`src/rtl/count_seek_ctrl_if.sv`:
```
// Command-side bundle for count_seek_ctrl.
//   master : requester (ALU control FSM) - drives start/abort/target, reads status
//   slave  : count_seek_ctrl            - reads request, drives busy/done/err/steps
interface count_seek_ctrl_if #(
  parameter int WIDTH = 4,
  parameter int SW    = 4
);
  logic             start;
  logic             abort;
  logic [WIDTH-1:0] target;
  logic             busy;
  logic             done;
  logic             err;
  logic [SW-1:0]    steps;

  modport master (output start, abort, target, input busy, done, err, steps);
  modport slave  (input start, abort, target, output busy, done, err, steps);
endinterface

```
`src/rtl/count_seek_ctrl.sv`:
```
// count_seek_ctrl: steps an external up/down counter one unit at a time until
// its value equals a requested target, with step limit, abort and optional
// shortest-path (modulo) direction selection.
// Ports:
//   clk        rising-edge clock shared with the counter
//   reset      asynchronous active-low reset
//   cmd        request/status bundle (start, abort, target / busy, done, err, steps)
//   cnt        counter value fed back from the counter
//   count_up   one-cycle increment pulse to the counter
//   count_down one-cycle decrement pulse to the counter
module count_seek_ctrl #(
  parameter int WIDTH     = 4,
  parameter int MAX_STEPS = 15,
  parameter int SHORTEST  = 0,
  parameter int SW        = 4
) (
  input  logic                clk,
  input  logic                reset,
  count_seek_ctrl_if.slave    cmd,
  input  logic [WIDTH-1:0]    cnt,
  output logic                count_up,
  output logic                count_down
);

  typedef enum logic [2:0] {
    S_IDLE,
    S_EVAL,
    S_STEP,
    S_WAIT,
    S_FINISH
  } state_t;

  localparam logic [WIDTH-1:0] HALF  = {1'b1, {(WIDTH-1){1'b0}}};
  localparam logic [SW-1:0]    MAX_Q = SW'(MAX_STEPS);

  state_t           state_q, state_d;
  logic [WIDTH-1:0] tgt_q, tgt_d;
  logic             dir_up_q, dir_up_d;
  logic [SW-1:0]    steps_q, steps_d;
  logic             err_q, err_d;

  logic [WIDTH-1:0] diff;
  logic             up_pref;

  // Direction preference for the current cnt/tgt pair. In modulo mode the
  // forward distance decides; exactly half-way counts as up.
  always_comb begin
    diff = tgt_q - cnt;
    if (SHORTEST != 0) up_pref = (diff <= HALF);
    else               up_pref = (tgt_q > cnt);
  end

  always_comb begin
    state_d  = state_q;
    tgt_d    = tgt_q;
    dir_up_d = dir_up_q;
    steps_d  = steps_q;
    err_d    = err_q;
    case (state_q)
      S_IDLE: begin
        if (cmd.start) begin
          tgt_d   = cmd.target;
          steps_d = '0;
          err_d   = 1'b0;
          state_d = S_EVAL;
        end
      end
      S_EVAL: begin
        if (cmd.abort)         state_d = S_IDLE;
        else if (cnt == tgt_q) state_d = S_FINISH;
        else begin
          dir_up_d = up_pref;
          state_d  = S_STEP;
        end
      end
      S_STEP: begin
        // The pulse is already on the wire this cycle, so it is counted even
        // when the seek is being aborted.
        steps_d = steps_q + SW'(1);
        state_d = cmd.abort ? S_IDLE : S_WAIT;
      end
      S_WAIT: begin
        if (cmd.abort)              state_d = S_IDLE;
        else if (cnt == tgt_q)      state_d = S_FINISH;
        else if (steps_q == MAX_Q) begin
          err_d   = 1'b1;
          state_d = S_FINISH;
        end
        else                        state_d = S_STEP;
      end
      S_FINISH: state_d = S_IDLE;
      default:  state_d = S_IDLE;
    endcase
  end

  always_ff @(posedge clk or negedge reset) begin
    if (!reset) begin
      state_q  <= S_IDLE;
      tgt_q    <= '0;
      dir_up_q <= 1'b0;
      steps_q  <= '0;
      err_q    <= 1'b0;
    end else begin
      state_q  <= state_d;
      tgt_q    <= tgt_d;
      dir_up_q <= dir_up_d;
      steps_q  <= steps_d;
      err_q    <= err_d;
    end
  end

  // Outputs decode from registered state only.
  assign count_up   = (state_q == S_STEP) &&  dir_up_q;
  assign count_down = (state_q == S_STEP) && !dir_up_q;
  assign cmd.busy   = (state_q != S_IDLE) && (state_q != S_FINISH);
  assign cmd.done   = (state_q == S_FINISH);
  assign cmd.err    = err_q;
  assign cmd.steps  = steps_q;

endmodule

```
`src/flat_wrapper.sv`:
```
// flat-port wrapper written by rule: the top's interface ports become plain ports
module count_seek_ctrl_flat 
#(
  parameter int WIDTH     = 4,
  parameter int MAX_STEPS = 15,
  parameter int SHORTEST  = 0,
  parameter int SW        = 4
)
  (clk, reset, cnt, count_up, count_down, cmd_start, cmd_abort, cmd_target, cmd_busy, cmd_done, cmd_err, cmd_steps);
  count_seek_ctrl_if #(.WIDTH(WIDTH), .SW(SW)) cmd_i ();
  input  logic clk;
  input  logic reset;
  input  logic [WIDTH-1:0] cnt;
  output logic count_up;
  output logic count_down;
  input wire logic [$bits(cmd_i.start)-1:0] cmd_start;
  input wire logic [$bits(cmd_i.abort)-1:0] cmd_abort;
  input wire logic [$bits(cmd_i.target)-1:0] cmd_target;
  output wire logic [$bits(cmd_i.busy)-1:0] cmd_busy;
  output wire logic [$bits(cmd_i.done)-1:0] cmd_done;
  output wire logic [$bits(cmd_i.err)-1:0] cmd_err;
  output wire logic [$bits(cmd_i.steps)-1:0] cmd_steps;
  assign cmd_i.start = cmd_start;
  assign cmd_i.abort = cmd_abort;
  assign cmd_i.target = cmd_target;
  assign cmd_busy = cmd_i.busy;
  assign cmd_done = cmd_i.done;
  assign cmd_err = cmd_i.err;
  assign cmd_steps = cmd_i.steps;
  count_seek_ctrl #(.WIDTH(WIDTH), .MAX_STEPS(MAX_STEPS), .SHORTEST(SHORTEST), .SW(SW)) u_core (.clk(clk), .reset(reset), .cmd(cmd_i), .cnt(cnt), .count_up(count_up), .count_down(count_down));
endmodule
```
`config.mk`:
```
export PLATFORM = sky130hd
export DESIGN_NAME = count_seek_ctrl_flat
export DESIGN_NICKNAME = d
export VERILOG_FILES = /design/src/rtl/count_seek_ctrl_if.sv /design/src/rtl/count_seek_ctrl.sv /design/src/flat_wrapper.sv
export SDC_FILE = /design/constraint.sdc
export NUM_CORES = 1
export LEC_CHECK = 0
export BUFFER_PORTS_ARGS = -buffer_cell sky130_fd_sc_hd__buf_2
export CAP_MARGIN = 25
export CORE_MARGIN = 2
export CORE_UTILIZATION = 25
export DETAILED_ROUTE_END_ITERATION = 10
export PLACE_DENSITY = 0.55
export SLEW_MARGIN = 20
export SYNTH_ARGS = -nofsm -noshare
export SYNTH_HDL_FRONTEND = slang
export SYNTH_SLANG_ARGS = --single-unit
export TNS_END_PERCENT = 30
```
`constraint.sdc`:
```
create_clock -name clk -period 1.9 [get_ports clk]
set_clock_uncertainty 0.15 [all_clocks]
set_input_delay 0.19 -clock clk [delete_from_list [all_inputs] [get_ports clk]]
set_output_delay 0.19 -clock clk [all_outputs]
set_load 0.01 [all_outputs]
```
=== Yosys cells after proc, flatten, opt, wreduce, memory -nomap -nowiden ===
Index checks and enable logic that the tools add are counted.

* Register bits: 13
* Input bits: 12
* Output and inout bits: 9
* Word-level logic and storage cells: 47

* Add/sub/neg operators: 1
* Order comparisons: 1
* Equal/unequal tests: 11
* Multiplexer cells: 15
* Bitwise operators: 2
* Reduce and logical (&&, ||, !) cells: 12

{| class="wikitable"
|+ Operators by type and width
! cell !! count
|-
| 3-bit two-way mux || 6
|-
| 3-bit one-hot mux with 4 select lines || 1
|-
| 4-bit one-hot mux with 2 select lines || 1
|-
| 3-bit by 2-bit == test with 1-bit output (second input constant) || 2
|-
| 2-bit inequality test (second input constant) || 3
|-
| 5-bit AND reduction || 1
|-
| 4-bit by 1-bit adder with 4-bit output (second input constant) || 1
|-
| 4-bit == test || 1
|-
| 4-bit == test (second input constant) || 1
|-
| 4-bit > comparator || 1
|-
| 1-bit two-way mux || 4
|-
| 4-bit two-way mux || 1
|-
| 2-bit AND reduction || 2
|-
| 2-bit nonzero test || 2
|-
| 3-bit by 1-bit == test with 1-bit output (second input constant) || 1
|-
| 3-bit == test (second input constant) || 1
|-
| 1-bit logical AND || 3
|-
| 3-bit logical NOT || 1
|-
| 3-bit inequality test (second input constant) || 1
|-
| 3-bit AND reduction || 1
|-
| 3-bit nonzero test || 1
|-
| 2-bit two-way mux || 1
|-
| 2-bit by 1-bit inequality test with 1-bit output (second input constant) || 1
|-
| 1-bit NOT || 2
|-
| 2 further kinds || 2
|}

=== Longest topological paths before layout ===
Gate-level depths: netlist of the first run.

* Word-level depth: 5
* Depth in mapped cells: 5
* Mapped depth without buffers: 5

=== Worst setup path after synthesis of the first run ===
No wires, ideal clock.

* Kind: flip-flop to flip-flop
* Start point: reg u_core.state_q[2]
* End point: reg u_core.steps_q[3] (netlist: u_core.cmd.steps[3])
* Library setup time: 0.129 ns
* Data arrival time: 1.187 ns
* Required time: 1.621 ns
* Setup slack: 0.434 ns
* Cell stages (with the launch flop): 6
* Buffers on the path: 2
* Clock period less this slack: 1.466 ns
* Path through: dfrtp_1 buf_6 or4b_4 buf_6 nand2_1 mux2i_1

* Cells in the longest elaborated chain, start to end: 3
* Elaborated cells between the ends (all ways): 6
* Classes of those cells: eq/ne (2); mux (1); reduce/logical (3)

{| class="wikitable"
|+ Ends and longest elaborated chain
! element !! RTL line !! source
|-
| start: declaration || count_seek_ctrl.sv:36 || <nowiki>state_t state_q, state_d;</nowiki>
|-
| start signal: assignment || count_seek_ctrl.sv:104 || <nowiki>state_q <= state_d;</nowiki>
|-
| 3-bit by 2-bit == test with 1-bit output / 3-bit logical NOT (equally long branches) || count_seek_ctrl.sv:59 || <nowiki>case (state_q)</nowiki>
|-
| 2-bit nonzero test (no line) / 2-bit inequality test (equally long branches) || n/a ||
|-
| 2-bit AND reduction (no line) || n/a ||
|-
| end signal: assignment || count_seek_ctrl.sv:107 || <nowiki>steps_q <= steps_d;</nowiki>
|-
| end: declaration || count_seek_ctrl.sv:39 || <nowiki>logic [SW-1:0] steps_q, steps_d;</nowiki>
|}

Parallel ways exist; a longest one is shown, timed or not.
A chain may end at the register's enable or synchronous reset.

=== Worst setup path in the final report of the first run ===
* Start point: reg u_core.state_q[0]
* End point: out count_down

* Cells in the longest elaborated chain, start to end: 2

{| class="wikitable"
|+ Ends and longest elaborated chain
! element !! RTL line !! source
|-
| 3-bit by 2-bit == test with 1-bit output || count_seek_ctrl.sv:114 || <nowiki>assign count_down = (state_q == S_STEP) && !dir_up_q;</nowiki>
|-
| 1-bit logical AND || count_seek_ctrl.sv:114 ||
|-
| end: declaration || flat_wrapper.sv:15 || <nowiki>output logic count_down;</nowiki>
|}

No other way between the ends.

==> results of run 1 <==
[final timing paths]
path / cells after the start / slack [ns] / from / to
worst max-delay path: 4 / 0.18 / u_core.state_q[0] / count_down
worst min register to register: 2 / 0.34 / u_core.tgt_q[3] / u_core.tgt_q[3]
worst min-delay path: 3 / 0.14 / cmd_start / u_core.cmd.steps[2]
min in group asynchronous: 2 / 0.18 / reset / u_core.cmd.steps[1]
max in group asynchronous: 2 / 1.18 / reset / u_core.tgt_q[1]
worst max register to register: 3 / 0.34 / u_core.state_q[1] / u_core.cmd.steps[3]
[power by group through the flow]
| stage | clock network (mW) | logic (mW) | registers (mW) |
|---|---|---|---|
| after global placement | 0 | 0.382 | 0.465 |
| final | 0.165 | 0.392 | 0.465 |
| after CTS | 0.177 | 0.395 | 0.463 |
| after floorplan | 0 | 0.325 | 0.424 |
| after detailed placement | 0 | 0.383 | 0.469 |
| after global routing | 0.201 | 0.459 | 0.482 |
[critical path, stage by stage, from the launching register on]
cell and delay (ns):
dfrtp_1 0.50, nor2_2 0.24, nand2_1 0.12, nor2_1 0.12
buf_2 0.14
[sequential cells by signal, summed over array words and instances, names as in the netlist]
signal and cells:
u_core.tgt_q 4, u_core.cmd.steps 4, u_core.cmd.err 1, u_core.dir_up_q 1, u_core.state_q 3
[final cells by class]
type / instances / area (sq um)
clock buffers: 4 / 26.3
multi-input cells: 55 / 345
flip-flops and latches: 13 / 325
well taps: 31 / 38.8
repair buffers: 26 / 160
inverters: 7 / 26.3
fillers: 309 / 1840
[cell families after synthesis]
family / Yosys count / share of synthesized area
AOI/OAI and AO/OA: 13 / 0.102
adders and majority gates: 5 / 0.0862
buffers and inverters: 11 / 0.0793
DFF: 13 / 0.448
muxes: 2 / 0.0276
and+or+nand+nor: 35 / 0.257
[cell usage after synthesis]
cell,n
a21oi_1,2
a31oi_1,3
and3_1,3
buf_2,1
buf_6,2
clkbuf_1,1
dfrtp_1,13
ha_1,5
inv_1,7
mux2i_1,2
nand2_1,14
nand3_1,3
nand4_1,2
nor2_1,4
nor2b_1,3
nor3_1,2
nor4b_1,1
nor4b_2,1
o211ai_1,1
o21a_1,1
o21ai_0,2
o21ai_1,4
or2_1,1
or4b_4,1
[metrics by stage]
stage	worst slack, ns	hold slack [ns]	instance area (sq um)
finish	0.178	0.139	922
global route	0.0255	0.154	922
CTS	0.109	0.128	920
detailed placement	0.363	-0.0484	833
global placement	0.387	-0.0494	833
floorplan	0.434	-0.256	726
[layer usage]
| layer | vias to the layer above | part of all wire | global-route usage |
|---|---|---|---|
| met5 | - | 0 | 0 |
| met4 | 0 | 0 | 0.0299 |
| met3 | 0 | 0.065 | 0.0290 |
| met2 | 21 | 0.45 | 0.157 |
| met1 | 289 | 0.48 | 0.148 |
| li1 | 323 | - | - |
[what timing repair did]
item / 4_1_cts / 5_1_grt
hold endpoints to repair: 19 / 0
gates resized for setup: 0 / 1
hold buffers: 6 / 0
buffers inserted: 0 / 0
setup endpoints to repair: 0 / 1
==> metrics, run 1 <==
outcome complete, no violations; gpl congestion 0.796; setup tns final 0 ns; RSZ-0062 raised after global routing no; # IOs 21; crit end category output port; fin cells 136; min cycle time layout 1.72 ns; crit path max fanout 11; Die X 57.9 um; initial antenna violation count 0; total power after layout between 1 and 1.5 mW; clock buffer count from CTS 3; number of max-slew violations in the final report 0; commonest non-fill, non-tap cell in the layout buf_2; Tot GR Track Use 0.105; Die Ht 57.9 um; drt drc 0; Clock Latency Late Sink 0.27 ns; CTS root buf clkbuf_4; vias in the first global route 617; Worst slew margin 0.628; final worst-path cycle share 0.906; Setup crit start kind flop; syn nets 96; Core Rows 19; Post-Route WL about 1500 um; VDD IR max ~670 uV; Initial Util 0.263; Sw Pwr ~0.39 mW; worst hold path type in2reg; Die ar. 3350 sq um; Synthesis Warnings 0; Setup CP Type reg2out; post-route ant nets 0; Switching Share 0.384; post-layout util 0.334; global-route wire length before repair about 2700 um; Final Hold Vio Count 0; Vias/cell 4.65; WP data required 1.56 ns; Reg power frac 0.455; Internal 0.629 mW; nets 123; gr ovfl total 0; Pwr per Cell Area between 1000 and 1500 nW/um^2; Synth Instances 79; sequential fraction of the synthesis area 0.448; n_diodes 0; # H-tree levels 1; post-synth cell types 24; CTS tree yes; leakage power between 0.4 and 0.5 nW; P&R area growth vs syn 27.1%; CTS Sinks 13; Worst-path clk slew around 0.08 ns; first-pass detailed-route iteration total 4; area leader, netlist dfrtp_1; Longest Clk Path Bufs 2; MaxCap Viol Count 0; clock share of power 0.161; HPWL reported at the end of detailed placement about 1200 um; Gate power share 0.383; #FFs+latches synth 13; IO buf count 20; post-synth top area share 0.448; DR WL/cell 11.0 um; final setup vio count 0; Synth area leaders dfrtp_1 (45%), ha_1 (8.6%), nand2_1 (7.2%); most frequent cells in the layout buf_2 (20), nand2_1 (14), dfrtp_1 (13), inv_1 (7), dlygate4sd3_1 (6); WP data arrival 1.38 ns; DRT iter0 DRCs 11; vias 633; layout cells sized above 1 0.248; Syn Area/Cell between 9 and 10 sq um; top achievable clock speed 581 MHz; # placed instances 126; Post-Syn Area around 730 sq um; core area ~2800 sq um; largest net degree at the start of global routing 14; Worst Max-Slew Pin Slew between 0.5 and 0.6 ns
Note: power is estimated with default switching activity, not from simulation.
==> inputs of run 2 (changes only) <==
--- a/config.mk
+++ b/config.mk
@@ -10,7 +10,6 @@
 export CORE_MARGIN = 2
 export CORE_UTILIZATION = 25
 export DETAILED_ROUTE_END_ITERATION = 10
-export PLACE_DENSITY = 0.55
 export SLEW_MARGIN = 20
 export SYNTH_ARGS = -nofsm -noshare
 export SYNTH_HDL_FRONTEND = slang
==> run 2 against run 1 <==
Compared with the run above: routed wire length rose by 4.7%; total power rose by 0.52%; final area did not move.
==> metrics, run 2 (synthesis results as in run 1) <==
worst path cell trace nor2_2 > nand2_1 > nor2_1 > buf_2; layout cells sized above 1 0.248 (unchanged); Worst slew margin 0.679 (+0.0513); clock buffer count from CTS 3 (unchanged); most frequent cells in the layout buf_2 (20), nand2_1 (14), dfrtp_1 (13), inv_1 (7), dlygate4sd3_1 (6); Post-CTS Repair Setup Buffers 0 (unchanged); gr ovfl total 0 (unchanged); WP data required 1.56 ns (about the same); WP data arrival 1.39 ns (about the same); Die X 57.9 um (unchanged); Tot GR Track Use 0.103 (-0.00228); commonest non-fill, non-tap cell in the layout buf_2; Bufs and invs on worst path 1 (unchanged); VDD IR max 521 uV (-23%); nets 123 (unchanged); Worst Max-Slew Pin Slew 0.480 ns (-0.0767 ns); vias in the first global route 610 (-1.1%); Filler Cells Inserted 288 (-6.8%); final worst-path cycle share 0.911 (+0.00470); P&R area growth vs syn 27.1% (unchanged); min cycle time layout 1.73 ns (+0.00893 ns); setup tns final 0 ns (unchanged); largest net degree at the start of global routing 14 (unchanged); slack of the critical path 0.169 ns (-0.00893 ns); global-route wire length before repair 2620 um (-4.5%); Setup CP Type reg2out; IO buf count 20 (unchanged); # IOs 21 (unchanged); post-route ant nets 0 (unchanged); gpl congestion 0.748 (-6.0%); Slowest-stage cell, CP dfrtp_1; leakage power 0.478 nW (unchanged); final setup vio count 0 (unchanged); Vias/cell 4.65 (-0.16%); CTS Sinks 13 (unchanged); Pwr per Cell Area 1110 nW/um^2 (+0.52%); # placed instances 126 (unchanged); number of max-slew violations in the final report 0 (unchanged); CTS tree yes; Die Ht 57.9 um (unchanged); total power after layout 1.03 mW (+0.52%); vias 632 (-0.16%); RSZ-0062 raised after global routing no; top achievable clock speed 578 MHz (-0.52%); slowest stage delay, CP 0.49 ns (about the same); worst hold path type in2reg; drt drc 0 (unchanged); Worst-path clk slew 0.08 ns (about the same); initial antenna violation count 0 (unchanged); Setup crit start kind flop; DRT iter0 DRCs 12 (+1); Final Hold Vio Count 0 (unchanged); crit path max fanout 11 (unchanged); MaxCap Viol Count 0 (unchanged); outcome complete, no violations; Die ar. 3350 sq um (unchanged); Longest Clk Path Bufs 2 (unchanged); core area 2760 sq um (unchanged); n_diodes 0 (unchanged); Core Rows 19 (unchanged); Post-Route WL 1560 um (+4.7%); CP delay by family, top flip-flops; DR WL/cell 11.5 um (+4.7%); first-pass detailed-route iteration total 4 (unchanged); fin cells 136 (unchanged); Clock Latency Late Sink 0.27 ns (about the same); # H-tree levels 1 (unchanged); HPWL reported at the end of detailed placement 1190 um (+1.4%); Initial Util 0.263 (unchanged); crit end category output port; CTS root buf clkbuf_4; pre-CTS setup slack 0.348 ns (-0.0159 ns)
==> run 2: layout make-up <==
class	instances	area [sq um]	share of cell area
Sequential cell	13	325	0.353
Timing Repair Buffer	26	160	0.174
Tap cell	31	38.8	0.0421
Multi-Input combinational cell	55	345	0.374
Inverter	7	26.3	0.0285
Clock buffer	4	26.3	0.0285
==> run 2: routing by layer <==
metal  wire (um)  GRT usage  vias up
li1            -          -      323
met1         723      0.130      291
met2         764      0.170       16
met3          61     0.0156        2
met4          12     0.0498        0
met5           0          0        -
==> run 2: final timing paths <==
check	endpoint	slack (ns)	from	cells after the start
max in group asynchronous	u_core.state_q[0]	1.19	reset	2
hold reg to reg	u_core.tgt_q[3]	0.34	u_core.tgt_q[3]	2
hold / removal	u_core.cmd.steps[2]	0.13	cmd_start	3
min in group asynchronous	u_core.cmd.steps[1]	0.18	reset	2
setup / recovery	count_down	0.17	u_core.state_q[0]	4
setup reg to reg	u_core.cmd.steps[3]	0.35	u_core.state_q[1]	3
==> run 2: per-stage QoR <==
stage	area, sq um	utilization	hold WS [ns]
floorplan	726	-	-0.256
global placement	833	0.302	-0.0550
detailed placement	833	0.302	-0.0558
CTS	920	0.333	0.139
global route	922	0.334	0.143
finish	922	0.334	0.134
==> run 2: power breakdown <==
| group | internal (mW) | leakage (nW) | total (mW) | switching (mW) |
|---|---|---|---|---|
| logic | 0.186 | 0.294 | 0.395 | 0.209 |
| registers | 0.363 | 0.169 | 0.465 | 0.102 |
| clock network | 0.0812 | 0.0150 | 0.167 | 0.0858 |
| total | 0.631 | 0.478 | 1.03 | 0.397 |
==> run 2: worst min-delay path: cells and delay by family <==
kind            cells  cell delay [ns]
compound gates      2             0.23
buf+inv             1             0.10
==> run 2: timing repair <==
item / in CTS / in global routing
resized for setup: 0 / 1
endpoints found under the hold margin: 19 / 0
setup endpoints to repair: 0 / 1
hold buffers: 6 / 0
